==> config.mk <==
export PLATFORM = sky130hd
export DESIGN_NAME = irq_ctrl
export DESIGN_NICKNAME = d
export VERILOG_FILES = /design/src/rtl/irq_ctrl.sv
export SDC_FILE = /design/constraint.sdc
export NUM_CORES = 1
export LEC_CHECK = 0
export ABC_AREA = 0
export CAP_MARGIN = 25
export CORE_ASPECT_RATIO = 1.75
export CORE_UTILIZATION = 47
export CTS_CLUSTER_DIAMETER = 200
export DETAILED_ROUTE_END_ITERATION = 12
export GPL_TIMING_DRIVEN = 0
export PLACE_DENSITY_LB_ADDON = 0.2
export SETUP_SLACK_MARGIN = 0.1
export SLEW_MARGIN = 20
export SYNTH_ARGS = -nofsm -noshare
export SYNTH_HDL_FRONTEND = slang
export SYNTH_SLANG_ARGS = --single-unit
==> constraint.sdc <==
create_clock -name clk -period 3.9 [get_ports clk]
set_input_delay 0.78 -clock clk [delete_from_list [all_inputs] [get_ports clk]]
set_output_delay 0.78 -clock clk [all_outputs]
set_load 0.005 [all_outputs]
==> src/rtl/irq_ctrl.sv <==
// irq_ctrl - memory-mapped interrupt controller.
//
// Latches edge- or level-type requests from N_SRC sources and masks them
// per source. Fixed priority applies: source 0 is highest. A claim/complete
// handshake records which sources are in service. While a source is in
// service, only strictly higher-priority requests reach the CPU.
//
// Register map (word offset on addr):
//   0 PENDING   R: pending vector, W: write-1-to-clear (edge-mode bits only)
//   1 MASK      R/W, 1 = source enabled
//   2 EDGE      R/W, 1 = rising-edge latched, 0 = level
//   3 CLAIM/EOI R: {valid[31], id[3:0]}, read with re=1 claims; W: complete id din[3:0]
//   4 RAW       R: registered samples of irq_in
//   5 INSERVICE R: in-service vector
//   other offsets read 0, writes ignored
//
// Ports:
//   clk      system clock, rising edge
//   reset    asynchronous active-high reset
//   we/re    register write / read strobes (re ignored while we=1)
//   addr     word offset
//   din      write data
//   dout     read data, combinational from addr and current state
//   irq_in   raw source requests, synchronous to clk
//   irq_out  eligible request vector to the CPU
//   irq_req  OR of irq_out

module irq_ctrl #(
    parameter int N_SRC = 6
) (
    input  logic             clk,
    input  logic             reset,
    input  logic             we,
    input  logic             re,
    input  logic [2:0]       addr,
    input  logic [31:0]      din,
    output logic [31:0]      dout,
    input  logic [N_SRC-1:0] irq_in,
    output logic [N_SRC-1:0] irq_out,
    output logic             irq_req
);

    localparam int PAD = 32 - N_SRC;

    localparam logic [2:0] A_PENDING   = 3'd0;
    localparam logic [2:0] A_MASK      = 3'd1;
    localparam logic [2:0] A_EDGE      = 3'd2;
    localparam logic [2:0] A_CLAIM     = 3'd3;
    localparam logic [2:0] A_RAW       = 3'd4;
    localparam logic [2:0] A_INSERVICE = 3'd5;

    logic [N_SRC-1:0] samp_q,      samp_d;
    logic [N_SRC-1:0] pending_q,   pending_d;
    logic [N_SRC-1:0] mask_q,      mask_d;
    logic [N_SRC-1:0] edge_q,      edge_d;
    logic [N_SRC-1:0] inservice_q, inservice_d;

    logic [N_SRC-1:0] din_v;
    logic             din_unused;
    logic             wr_pending;
    logic             wr_mask;
    logic             wr_edge;
    logic             wr_eoi;
    logic             claim_rd;
    logic             claim_fire;

    logic [N_SRC-1:0] below_t;
    logic [N_SRC-1:0] eligible;
    logic [3:0]       claim_id;
    logic [N_SRC-1:0] claim_sel;
    logic [N_SRC-1:0] eoi_sel;
    logic [N_SRC-1:0] rise;
    logic [N_SRC-1:0] w1c;

    // Only the low N_SRC data bits carry register content.
    assign din_v      = din[N_SRC-1:0];
    assign din_unused = ^din[31:N_SRC];

    // Bus decode
    always_comb begin
        wr_pending = we && (addr == A_PENDING);
        wr_mask    = we && (addr == A_MASK);
        wr_edge    = we && (addr == A_EDGE);
        wr_eoi     = we && (addr == A_CLAIM);
        claim_rd   = re && !we && (addr == A_CLAIM);
    end

    // Priority threshold: below_t[i] is set when no source at index <= i is
    // in service, i.e. i is strictly above the highest-priority in-service
    // source (or nothing is in service).
    always_comb begin
        logic blocked;
        blocked = 1'b0;
        below_t = '0;
        for (int i = 0; i < N_SRC; i++) begin
            if (inservice_q[i]) begin
                blocked = 1'b1;
            end
            below_t[i] = ~blocked;
        end
    end

    assign eligible = pending_q & mask_q & below_t;

    // Lowest eligible index; scanning downward lets the lowest index win.
    always_comb begin
        claim_id = 4'd0;
        for (int i = N_SRC - 1; i >= 0; i--) begin
            if (eligible[i]) begin
                claim_id = 4'(i);
            end
        end
    end

    assign claim_fire = claim_rd && (|eligible);

    always_comb begin
        claim_sel = '0;
        eoi_sel   = '0;
        for (int i = 0; i < N_SRC; i++) begin
            claim_sel[i] = claim_fire && (claim_id == 4'(i));
            // Out-of-range ids match no bit, so they are ignored naturally.
            eoi_sel[i]   = wr_eoi && (din[3:0] == 4'(i));
        end
    end

    assign rise = irq_in & ~samp_q;
    assign w1c  = wr_pending ? din_v : '0;

    // Pending update. The mode in force at this edge is edge_q. A bit that
    // switches level->edge here is cleared. A bit that switches edge->level
    // keeps its edge behaviour for this edge and tracks irq_in afterwards.
    // In edge mode a new rising edge beats a W1C or claim clear.
    always_comb begin
        pending_d = pending_q;
        for (int i = 0; i < N_SRC; i++) begin
            if (wr_edge && din_v[i] && !edge_q[i]) begin
                pending_d[i] = 1'b0;
            end else if (edge_q[i]) begin
                pending_d[i] = rise[i] | (pending_q[i] & ~(w1c[i] | claim_sel[i]));
            end else begin
                pending_d[i] = irq_in[i];
            end
        end
    end

    always_comb begin
        samp_d      = irq_in;
        mask_d      = wr_mask ? din_v : mask_q;
        edge_d      = wr_edge ? din_v : edge_q;
        inservice_d = (inservice_q | claim_sel) & ~eoi_sel;
    end

    always_ff @(posedge clk or posedge reset) begin
        if (reset) begin
            samp_q      <= '0;
            pending_q   <= '0;
            mask_q      <= '0;
            edge_q      <= '0;
            inservice_q <= '0;
        end else begin
            samp_q      <= samp_d;
            pending_q   <= pending_d;
            mask_q      <= mask_d;
            edge_q      <= edge_d;
            inservice_q <= inservice_d;
        end
    end

    assign irq_out = eligible;
    assign irq_req = |eligible;

    // Read mux. With nothing eligible, claim_id is 0, so CLAIM reads 0.
    always_comb begin
        dout = 32'd0;
        case (addr)
            A_PENDING:   dout = {{PAD{1'b0}}, pending_q};
            A_MASK:      dout = {{PAD{1'b0}}, mask_q};
            A_EDGE:      dout = {{PAD{1'b0}}, edge_q};
            A_CLAIM:     dout = {irq_req, 27'd0, claim_id};
            A_RAW:       dout = {{PAD{1'b0}}, samp_q};
            A_INSERVICE: dout = {{PAD{1'b0}}, inservice_q};
            default:     dout = 32'd0;
        endcase
    end

endmodule

==> summary.md <==
| Metric | Value |
|---|---|
| Required @ worst endpoint | `roughly 3.1 ns` |
| Clock power share | `21.1%` |
| CTS root buf | `clkbuf_8` |
| Core ar. | `around 0.0042 mm2` |
| Ranking of synthesized cells by area | `dfrtp_1, buf_4, nand2_1` |
| Final net count | `between 300 and 400` |
| Fmax | `about 0.28 GHz` |
| Input/output buffers | `30` |
| Die ar. | `between 0.004 and 0.005 mm2` |
| Slowest cell on crit path | `clkdlybuf4s50_1` |
| Final setup fails | `0` |
| Multi-input gate area | `0.00115 mm2` |
| WP data arrival | `roughly 2.8 ns` |
| DIE HEIGHT | `between 80 and 90 um` |
| CP Max Fanout | `10` |
| CP Capture Type | `output pin` |
| Area growth from synthesis to layout | `27.0%` |
| Leak | `around 1.2 nW` |
| Num CTS Buffers | `5` |
| Largest net degree at the start of global routing | `31` |
| Status | `complete, no violations` |
| Unrepaired setup endpoints after global routing | `no` |
| Crit path launch type | `primary input` |
| Buf/Inv on CP | `3` |
| Worst clock skew | `roughly 0.0024 ns` |
| Total routed wirelength | `approximately 5100 um` |
| Cell Chain, Critical Path | `clkdlybuf4s50_1, clkbuf_2, nor2b_1, a22oi_1, o22a_1, o21ai_0, clkdlybuf4s50_1` |
| P_int | `between 0.0007 and 0.0008 W` |
| Layout cells sized above 1 | `between 20% and 30%` |
| Fin crit share | `around nine tenths` |
| Sequential share of power | `between 30% and 40%` |
| Synth area leader | `dfrtp_1` |
| First-pass GRT wire length | `8260 um` |
| Final TNS setup | `0 ns` |
| Initial antenna violation count | `0` |
| Via count | `roughly 1,800` |
| Worst Tran Pin Value | `~0.86 ns` |
| Post-Syn Area | `approximately 0.002 mm2` |
| Pins Over Slew Limit | `0` |
| Hold crit path type | `reg2reg` |
| Rel. slew slack | `between 40% and 50%` |
| Worst-Skew Late Latency | `about 0.28 ns` |
| GR Overflow Total | `0` |
| Worst-path clk slew | `0.06 ns` |
| Cells after Synth | `~220` |
| Yosys reg bits | `30` |
| Count leader, synth | `nand2_1` |
| Final setup margin | `roughly 0.34 ns` |
| HPWL Detailed | `around 4000 um` |
| Starting Density | `between 40% and 50%` |
| Htree depth | `2` |
| Std cell rows | `31` |
| Drt pass-1 iters | `4` |
| Distinct cell type count after synthesis | `between 50 and 60` |
| Vias in the first global route | `approximately 1,700` |
| Iteration-0 DRC Markers | `60` |
| Die width | `roughly 52 um` |
| # fillers | `approximately 370` |
| EDFF count, synth | `0` |
| Top Ports | `between 80 and 90` |
| Peak supply drop | `between 0.2 and 0.3 mV` |
| CP dominant cell by count | `clkdlybuf4s50_1` |
| P_sw | `around 0.00038 W` |
| Max Cap Viol | `0` |
| Post-DR vias/cell | `5.52` |
| Number of diodes | `0` |
| Pwr Density | `around 420 mW/mm2` |
| Final Hold Vio Count | `0` |
| Kind of critical path | `in2out` |
| Avg Cell Area, Syn | `9.50 um2` |
| Post-synthesis sequential area ratio | `36.8%` |
| Synth top area share | `between 30% and 40%` |
| Max Buffers Root-to-Sink | `2` |
| GPL Wtd Cong | `roughly 0.94` |
| Comb power frac | `39.6%` |
| Family with the most delay on the worst path | `buffers and inverters` |
| Post-synth ARST share | `100%` |
| Count of clock tree sinks | `30` |
| Synth Flop Type | `dfrtp_1` |
| Fin crit period | `around 3.6 ns` |
| Routed length per instance | `around 16 um` |
| Commonest cells in the netlist | `nand2_1, dfrtp_1, buf_4` |
| DRC | `0` |
| Antenna-violating nets left | `0` |
| Synth warnings | `0` |
| CTS tree | `built` |
| # hold bufs at CTS | `0` |
| GRT Overall Usage | `between 20% and 30%` |
| Sequential cell area | `751 um2` |
| Switching Share | `roughly a third` |
| Pre-CTS WS | `roughly 0.21 ns` |
| Max incr delay on CP | `approximately 0.6 ns` |
registers in the layout, summed over array words and instances, names as in the netlist:
signal       count
edge_q           6
inservice_q      6
mask_q           6
pending_q        6
samp_q           6
layer usage:
layer | GRT usage (%) | routed length, um | vias up
li1 | - | - | 859
met1 | 28.0 | 1870 | 821
met2 | 42.1 | 2600 | 92
met3 | 3.74 | 283 | 29
met4 | 19.2 | 354 | 0
met5 | 0 | 0 | -
power by group through the flow:
stage	Clock, W	Combinational [W]	Sequential [W]
floorplan	0	0.000296	0.000415
global placement	0	0.000428	0.000434
detailed placement	0	0.000432	0.000437
CTS	0.000238	0.000434	0.000431
global route	0.000249	0.000478	0.000442
finish	0.000231	0.000435	0.000431
logic make-up after synthesis:
family          after synthesis  share of synthesized area (%)
mux                          12                           8.82
compound gates               49                           18.0
buf+inv                      38                           11.9
other cells                   1                          0.184
flops                        30                           36.8
simple gates                 85                           24.3
worst reg2reg max path, cell delays in order, from the launching register on:
cell and delay, ns:
dfrtp_1 0.47, nand4bb_1 0.21, inv_1 0.13, nor4_2 0.60, nand3_2 0.18, o32a_1 0.35
area by class of cell:
cell class              instances  share of cell area [%]
inverters                       6                   0.869
clock inverters                 2                   0.386
flip-flops and latches         30                    29.0
well taps                      49                    2.36
clock buffers                   5                    2.65
multi-input cells             171                    44.4
repair buffers                 31                    11.8
plain buffers                  32                    8.64
stage by stage:
step | cells | total power [W] | util, % | area [um2] | hold slack [ns]
global placement | 318 | 0.000862 | 60.1 | 2490 | 0.488
floorplan | 239 | 0.000711 | - | 2130 | 0.455
CTS | 325 | 0.00110 | 62.3 | 2580 | 0.507
finish | 326 | 0.00110 | 62.5 | 2590 | 0.509
global route | 326 | 0.00117 | 62.5 | 2590 | 0.562
detailed placement | 318 | 0.000869 | 60.4 | 2510 | 0.493
path summary, 6_finish.rpt:
kind | start | end | slack, ns | depth (start not counted)
min reg2reg | inservice_q[5] | inservice_q[5] | 0.51 | 2
min in group asynchronous | reset | edge_q[4] | 0.90 | 2
max | addr[1] | dout[0] | 0.34 | 7
max in group asynchronous | reset | pending_q[0] | 2.59 | 2
max reg2reg | inservice_q[0] | pending_q[4] | 1.85 | 5
min | inservice_q[5] | inservice_q[5] | 0.51 | 2
what timing repair did:
action | CTS | global route
buffers inserted | 0 | 0
endpoints found under the setup margin | 0 | 2
gates resized for setup | 0 | 4
cells in the final DEF, fill, tap and decap left out, types with 3 or more instances in the layout:
master,netlist,layout
conb_1,1,25
a211oi_1,4,4
nand2_1,36,36
nor2_1,5,5
mux4_2,4,4
dfrtp_1,30,30
nand3_1,5,5
a21oi_1,6,6
a21boi_0,7,7
clkbuf_8,0,5
mux2_2,8,8
nor3_1,3,3
clkdlybuf4s50_1,0,30
o21ai_0,6,6
inv_1,6,5
nand4_1,4,4
a22oi_1,5,5
clkbuf_1,5,3
buf_4,25,25
nor2b_1,9,9
and3b_1,3,3
nand3b_1,4,4
Note: power is estimated with default switching activity, not from simulation.
